File: src/rtl/coo_encoder.sv
// COO edge-list writer: scans the adjacency matrix row by row, emits upper-triangle edges.
// Define SELF_LOOP_EN to also emit diagonal (self-loop) entries.
module coo_encoder #(
    parameter int NODES     = 6,
    parameter int MAX_EDGES = 6,
    parameter int NODE_W    = $clog2(NODES + 1),
    parameter int ADDR_W    = $clog2(MAX_EDGES),
    parameter int CNT_W     = $clog2(MAX_EDGES + 1)
) (
    input  logic                      clk,
    input  logic                      rst,
    input  logic                      start,
    output logic                      adj_rd_en,
    output logic [NODE_W-1:0]         adj_rd_addr,
    input  logic [NODES-1:0]          adj_row_in,
    output logic                      coo_wr_en,
    output logic [ADDR_W-1:0]         coo_wr_addr,
    output logic [0:1][NODE_W-1:0]    coo_wr_data,
    output logic [CNT_W-1:0]          edge_count,
    output logic                      overflow,
    output logic                      done_enc
);

    typedef enum logic [2:0] {
        IDLE, FETCH, LATCH, SCAN, DONE
    } state_t;

    state_t                   state_q, state_d;
    logic [NODE_W-1:0]        row_q, row_d;
    logic [NODE_W-1:0]        col_q, col_d;
    logic [CNT_W-1:0]         cnt_q, cnt_d;
    logic                     ovf_q, ovf_d;
    logic [NODES-1:0]         lrow_q, lrow_d;
    logic [ADDR_W-1:0]        addr_q, addr_d;
    logic [0:1][NODE_W-1:0]   data_q, data_d;
    logic [NODES-1:0]         row_sh;
    logic                     hit;

    always_ff @(posedge clk or posedge rst) begin
        if (rst) begin
            state_q <= IDLE;
            row_q   <= '0;
            col_q   <= '0;
            cnt_q   <= '0;
            ovf_q   <= 1'b0;
            lrow_q  <= '0;
            addr_q  <= '0;
            data_q  <= '0;
        end else begin
            state_q <= state_d;
            row_q   <= row_d;
            col_q   <= col_d;
            cnt_q   <= cnt_d;
            ovf_q   <= ovf_d;
            lrow_q  <= lrow_d;
            addr_q  <= addr_d;
            data_q  <= data_d;
        end
    end

    assign row_sh = lrow_q >> col_q;
`ifdef SELF_LOOP_EN
    assign hit = row_sh[0] && (col_q >= row_q);
`else
    assign hit = row_sh[0] && (col_q > row_q);
`endif

    always_comb begin
        state_d   = state_q;
        row_d     = row_q;
        col_d     = col_q;
        cnt_d     = cnt_q;
        ovf_d     = ovf_q;
        lrow_d    = lrow_q;
        addr_d    = addr_q;
        data_d    = data_q;
        adj_rd_en = 1'b0;
        coo_wr_en = 1'b0;
        unique case (state_q)
            IDLE, DONE: begin
                if (start) begin
                    row_d   = '0;
                    col_d   = '0;
                    cnt_d   = '0;
                    ovf_d   = 1'b0;
                    state_d = FETCH;
                end
            end
            FETCH: begin
                adj_rd_en = 1'b1;
                state_d   = LATCH;
            end
            LATCH: begin
                lrow_d  = adj_row_in;
                col_d   = '0;
                state_d = SCAN;
            end
            SCAN: begin
                if (hit) begin
                    if (cnt_q < CNT_W'(MAX_EDGES)) begin
                        coo_wr_en = 1'b1;
                        addr_d    = cnt_q[ADDR_W-1:0];
                        data_d[0] = row_q + NODE_W'(1);
                        data_d[1] = col_q + NODE_W'(1);
                        cnt_d     = cnt_q + CNT_W'(1);
                    end else begin
                        ovf_d = 1'b1;
                    end
                end
                if (col_q == NODE_W'(NODES - 1)) begin
                    col_d = '0;
                    if (row_q == NODE_W'(NODES - 1)) begin
                        state_d = DONE;
                    end else begin
                        row_d   = row_q + NODE_W'(1);
                        state_d = FETCH;
                    end
                end else begin
                    col_d = col_q + NODE_W'(1);
                end
            end
            default: state_d = IDLE;
        endcase
    end

    // _d equals the live value while writing and the held value otherwise
    assign coo_wr_addr = addr_d;
    assign coo_wr_data = data_d;
    assign adj_rd_addr = row_q;
    assign edge_count  = cnt_q;
    assign overflow    = ovf_q;
    assign done_enc    = (state_q == DONE);

endmodule

File: config.mk
export PLATFORM = sky130hd
export DESIGN_NAME = coo_encoder
export DESIGN_NICKNAME = d
export VERILOG_FILES = /design/src/rtl/coo_encoder.sv
export SDC_FILE = /design/constraint.sdc
export NUM_CORES = 1
export LEC_CHECK = 0
export CELL_PAD_IN_SITES_DETAIL_PLACEMENT = 1
export CELL_PAD_IN_SITES_GLOBAL_PLACEMENT = 2
export CORE_MARGIN = 2
export CORE_UTILIZATION = 43
export DETAILED_ROUTE_END_ITERATION = 8
export DONT_BUFFER_PORTS = 1
export GPL_TIMING_DRIVEN = 0
export PLACE_DENSITY = 0.85
export SLEW_MARGIN = 30
export SYNTH_ARGS = -nofsm -noshare
export SYNTH_HDL_FRONTEND = slang
export SYNTH_SLANG_ARGS = --single-unit
File: constraint.sdc
create_clock -name clk -period 5.5 [get_ports clk]
set_clock_uncertainty 0.1 [all_clocks]
set_input_delay 0.55 -clock clk [delete_from_list [all_inputs] [get_ports clk]]
set_output_delay 0.55 -clock clk [all_outputs]
set_load 0.05 [all_outputs]
== After elaboration in Yosys (flattened, before gate mapping) ==
Index checks and enable logic that the tools add are counted.

* Word-level logic and storage cells: 64
* Output and inout bits: 19
* Flip-flop bits (word level): 28
* Input bits: 9

* Shift-type cells: 1
* Magnitude comparators: 2
* Eq/ne operators: 12
* Mux-type cells: 27
* $add $sub $neg: 3
* Reduce and logical (&&, ||, !) cells: 10

{| class="wikitable"
|+ Operator list
! cell !! number
|-
| two-way mux 3 bit || 12
|-
| two-way mux 6 bit || 3
|-
| != test 2 bit, second input constant || 6
|-
| one-hot mux 3 bit (2 select lines) || 2
|-
| one-hot mux 3 bit (4 select lines) || 1
|-
| AND reduction 4 bit || 3
|-
| adder 3 x 1 -> 3 bit, second input constant || 3
|-
| equality test 3 bit, second input constant || 3
|-
| one-hot mux 3 bit (3 select lines) || 1
|-
| two-way mux 1 bit || 7
|-
| equality test 3 x 2 -> 1 bit, second input constant || 2
|-
| >> shifter 6 x 3 -> 1 bit || 1
|-
| AND reduction 2 bit || 2
|-
| equality test 3 x 1 -> 1 bit, second input constant || 1
|-
| > comparator 3 bit || 1
|-
| zero test 3 bit || 1
|-
| less-than comparator 3 bit, second input constant || 1
|-
| nonzero test 3 bit || 1
|-
| one-hot mux 1 bit (2 select lines) || 1
|-
| nonzero test 2 bit || 1
|-
| OR reduction 2 bit || 1
|-
| logical AND 1 bit || 1
|}

== Depth between registers and ports, before layout ==
* Word-level depth: 4
* Gate-level depth with buffers: 8
* Gate-level depth less buffers: 7

== Worst setup path after synthesis ==
Ideal clock, no wire load.

* Path type: register -> output
* From: register row_q[1] (netlist: adj_rd_addr[1])
* To: output coo_wr_data[1] in the netlist's numbering
* Cell stages (with the launch flop): 9
* Setup slack: 2,013 ps
* Required time: 4,850 ps
* Path buffers: 1
* Data arrival time: 2,837 ps
* Cells stage by stage: dfrtp_1 inv_1 ha_1 nor2b_1 o21a_1 o21ai_4 nor3b_2 buf_6 mux2i_1

{| class="wikitable"
|+ RTL lines
! what !! line !! source
|-
| start: declaration || 29 || <nowiki>logic [NODE_W-1:0] row_q, row_d;</nowiki>
|-
| start signal: assignment || 51 || <nowiki>row_q <= row_d;</nowiki>
|-
| end: declaration || 18 || <nowiki>output logic [0:1][NODE_W-1:0] coo_wr_data,</nowiki>
|}

==> results.tsv <==
metric	value	unit
outcome	finished, final reports clean	
DRC errors left	0	
Routed met2 length	1470	um
number of global-route vias before repair	1033	
max-slew violations	0	
CTS max path bufs	2	
DR top layer	met4	
total CTS buffers	3	
Routed WL per cell	15.8	um
port buffer count	0	
layout cells sized above 1	18.1	%
FF+latch count, synth	28	
Die Y	63.2	um
WP data arrival	3.18	ns
P&R area growth vs syn	7.31	%
Hold/Removal Path Class	in -> async	
row cnt	21	
GRT Residual Overflow	0	
Hold Worst Slack	0.0436	ns
die width	63.2	um
Startpoint Class	flip-flop	
Setup WS pre-CTS	2.04	ns
Final Wtd Congestion	0.669	
Vias/cell	5.43	
First DRT Iteration DRCs	17	
post-detail-place hpwl	2270	um
placed insts	180	
main combinational cell family by area after synthesis	simple AND/OR/NAND/NOR gates	
Final Cycle Share	69.6	%
RSZ-0062 raised after global routing	false	
CTS tree	yes	
die area	3990	um2
top cell type's share of synthesized area	46.5	%
clock transition at the registers of the reported paths	0.15	ns
CTS hold repair buffers	0	
Mapped Cells	134	
M1 WL	1280	um
GRT Total Usage	16.3	%
register-to-register setup slack	2.38	ns
compound-cell area share of the yosys netlist	10.6	%
Warnings, synthesis	0	
Layout Cells excl Fill	184	
IO Pins	28	
area of the mapped netlist	1510	um2
total setup buffers inserted after CTS	0	
Syn Area/Cell	11.2	um2
Synth Area in XOR/XNOR	1.16	%
FMAX	0.261	GHz
TritonRoute pass-1 iters	4	
crit path capture type	output port	
# clock sinks	28	
total number of vias	999	
Tightest Pin Transition	0.821	ns
core area	3360	um2
sequential share of the synthesized area	46.5	%
post-synthesis mux area share	14.8	%
largest cells by area after synthesis	dfrtp_1 47%, ha_1 6.6%, mux2i_1 5.3%	
Synth area leader	dfrtp_1	
Detail Route met3 WL	145	um
count of cell types in the netlist	36	
DRT Wirelength	2910	um
htree depth	1	
Post-DRT Antenna Nets	0	
adder-cell area share of the yosys netlist	6.64	%
Worst EP required	4.85	ns
fin nets	156	
Fin. Hold Viols	0	
total negative slack	0	ns
initial antenna violation count	0	
simple-gate share of the synthesized area	16.2	%
clock root cell	clkbuf_4	
antenna diode count	0	
Syn Nets	151	
Setup WS post-layout	1.67	ns
Resized cells post-CTS	0	
first-pass GRT wire length	5220	um
Clk Latency, worst-skew pair	0.32	ns
CP Max Fanout	10	
slew margin rel.	45.0	%
Starting Density	44.8	%
total of max-cap violations	0	
pin count of the biggest net entering global routing	29	
final period demand of the worst path	3.83	ns
final setup fails	0	
CP Class	reg -> out	
[per-layer routing]
metal	up-vias	track usage [%]
met5	-	0
met4	0	2.45
met3	2	5.36
met2	22	27.7
met1	500	20.9
li1	475	-
[cells in the final DEF (no fill, tap or decap)]
master / count
o32ai_1: 1
a21oi_1: 3
nand3_1: 2
clkbuf_4: 3
and2_1: 1
xor2_1: 2
o2bb2ai_1: 1
nand3_4: 1
ha_1: 8
mux2i_2: 3
o21ai_0: 4
and3b_1: 1
o21ai_1: 4
mux2_4: 5
nor3b_2: 2
o22a_1: 2
buf_2: 1
nor3_2: 1
nand2_4: 1
or3_4: 1
inv_2: 2
o21a_1: 2
mux2i_1: 5
buf_6: 1
nor2_1: 6
or2_1: 1
nor3_1: 6
mux2_1: 6
nand2_1: 17
a31oi_4: 1
clkbuf_8: 1
nand3b_4: 1
inv_1: 10
o21ai_4: 1
a211o_1: 1
o41ai_1: 1
nor2b_1: 1
dfrtp_1: 28
[layout make-up]
type | count | area, um2
sequential | 28 | 701
inverter | 12 | 45.0
tap | 46 | 57.6
buffer | 2 | 16.3
fill | 400 | 1750
clock buffer | 4 | 36.3
multi-input combinational | 92 | 761
[registers in the layout (all words and copies together) (netlist names)]
name and cells:
addr_q 3, adj_rd_addr 3, col_q 3, data_q 6, edge_count 3, lrow_q 6, overflow 1, state_q 3
[critical path, stage by stage (launching register included)]
cell and delay [ns]:
dfrtp_1 0.68, inv_1 0.18, ha_1 0.38, nor2b_1 0.15, o21a_1 0.16, o21ai_4 0.09
nor3b_2 0.22, buf_6 0.27, mux2i_2 0.71
[Yosys cell counts]
library cell  number
mux2i_1            8
o2bb2ai_1          1
mux2_4             5
a211o_1            1
o21ai_4            1
nand3_1            2
nand3_4            1
dfrtp_1           28
buf_6              1
a21oi_1            3
o32ai_1            1
and2_1             1
o21ai_1            4
nand3b_4           1
o21a_1             2
o21ai_0            4
nor3_1             6
mux2_1             6
nor3b_2            1
and3b_1            1
or3_4              1
o22a_1             2
nand2_1           17
ha_1               8
nand2_4            1
nor2_1             6
o41ai_1            1
or2_1              1
nor2b_1            1
inv_1             11
inv_2              1
a31oi_4            1
buf_2              1
nor3b_1            1
nor3_2             1
xor2_1             2
[kinds of logic (layout without fill, tap and decap cells)]
family	Yosys count	count (layout)
compound gates	21	21
xor+xnor	2	2
fa+ha+maj	8	8
buf+inv	14	18
flops	28	28
mux	19	19
simple gates	42	42
[worst paths after layout]
kind	depth (start not counted)	from	end
min in group clk	1	start	state_q[2]$_DFFE_PP0P_
min reg2reg	1	lrow_q[5]$_DFFE_PP0P_	lrow_q[5]$_DFFE_PP0P_
max in group asynchronous	1	rst	col_q[0]$_DFFE_PP0P_
max reg2reg	8	adj_rd_addr[1]$_DFFE_PP0P_	data_q[4]$_DFF_PP0_
max	8	adj_rd_addr[1]$_DFFE_PP0P_	coo_wr_data[4]
min	1	rst	edge_count[1]$_DFFE_PP0P_
[metrics by stage]
step | area [um2] | util (%)
after global placement | 1560 | 46.5
after global routing | 1620 | 48.1
after detailed placement | 1580 | 47.0
after CTS | 1620 | 48.1
after floorplan | 1510 | -
final | 1620 | 48.1
Power is not shown: default switching activity piles up to over one toggle a cycle in this logic, so the estimate is an artifact.
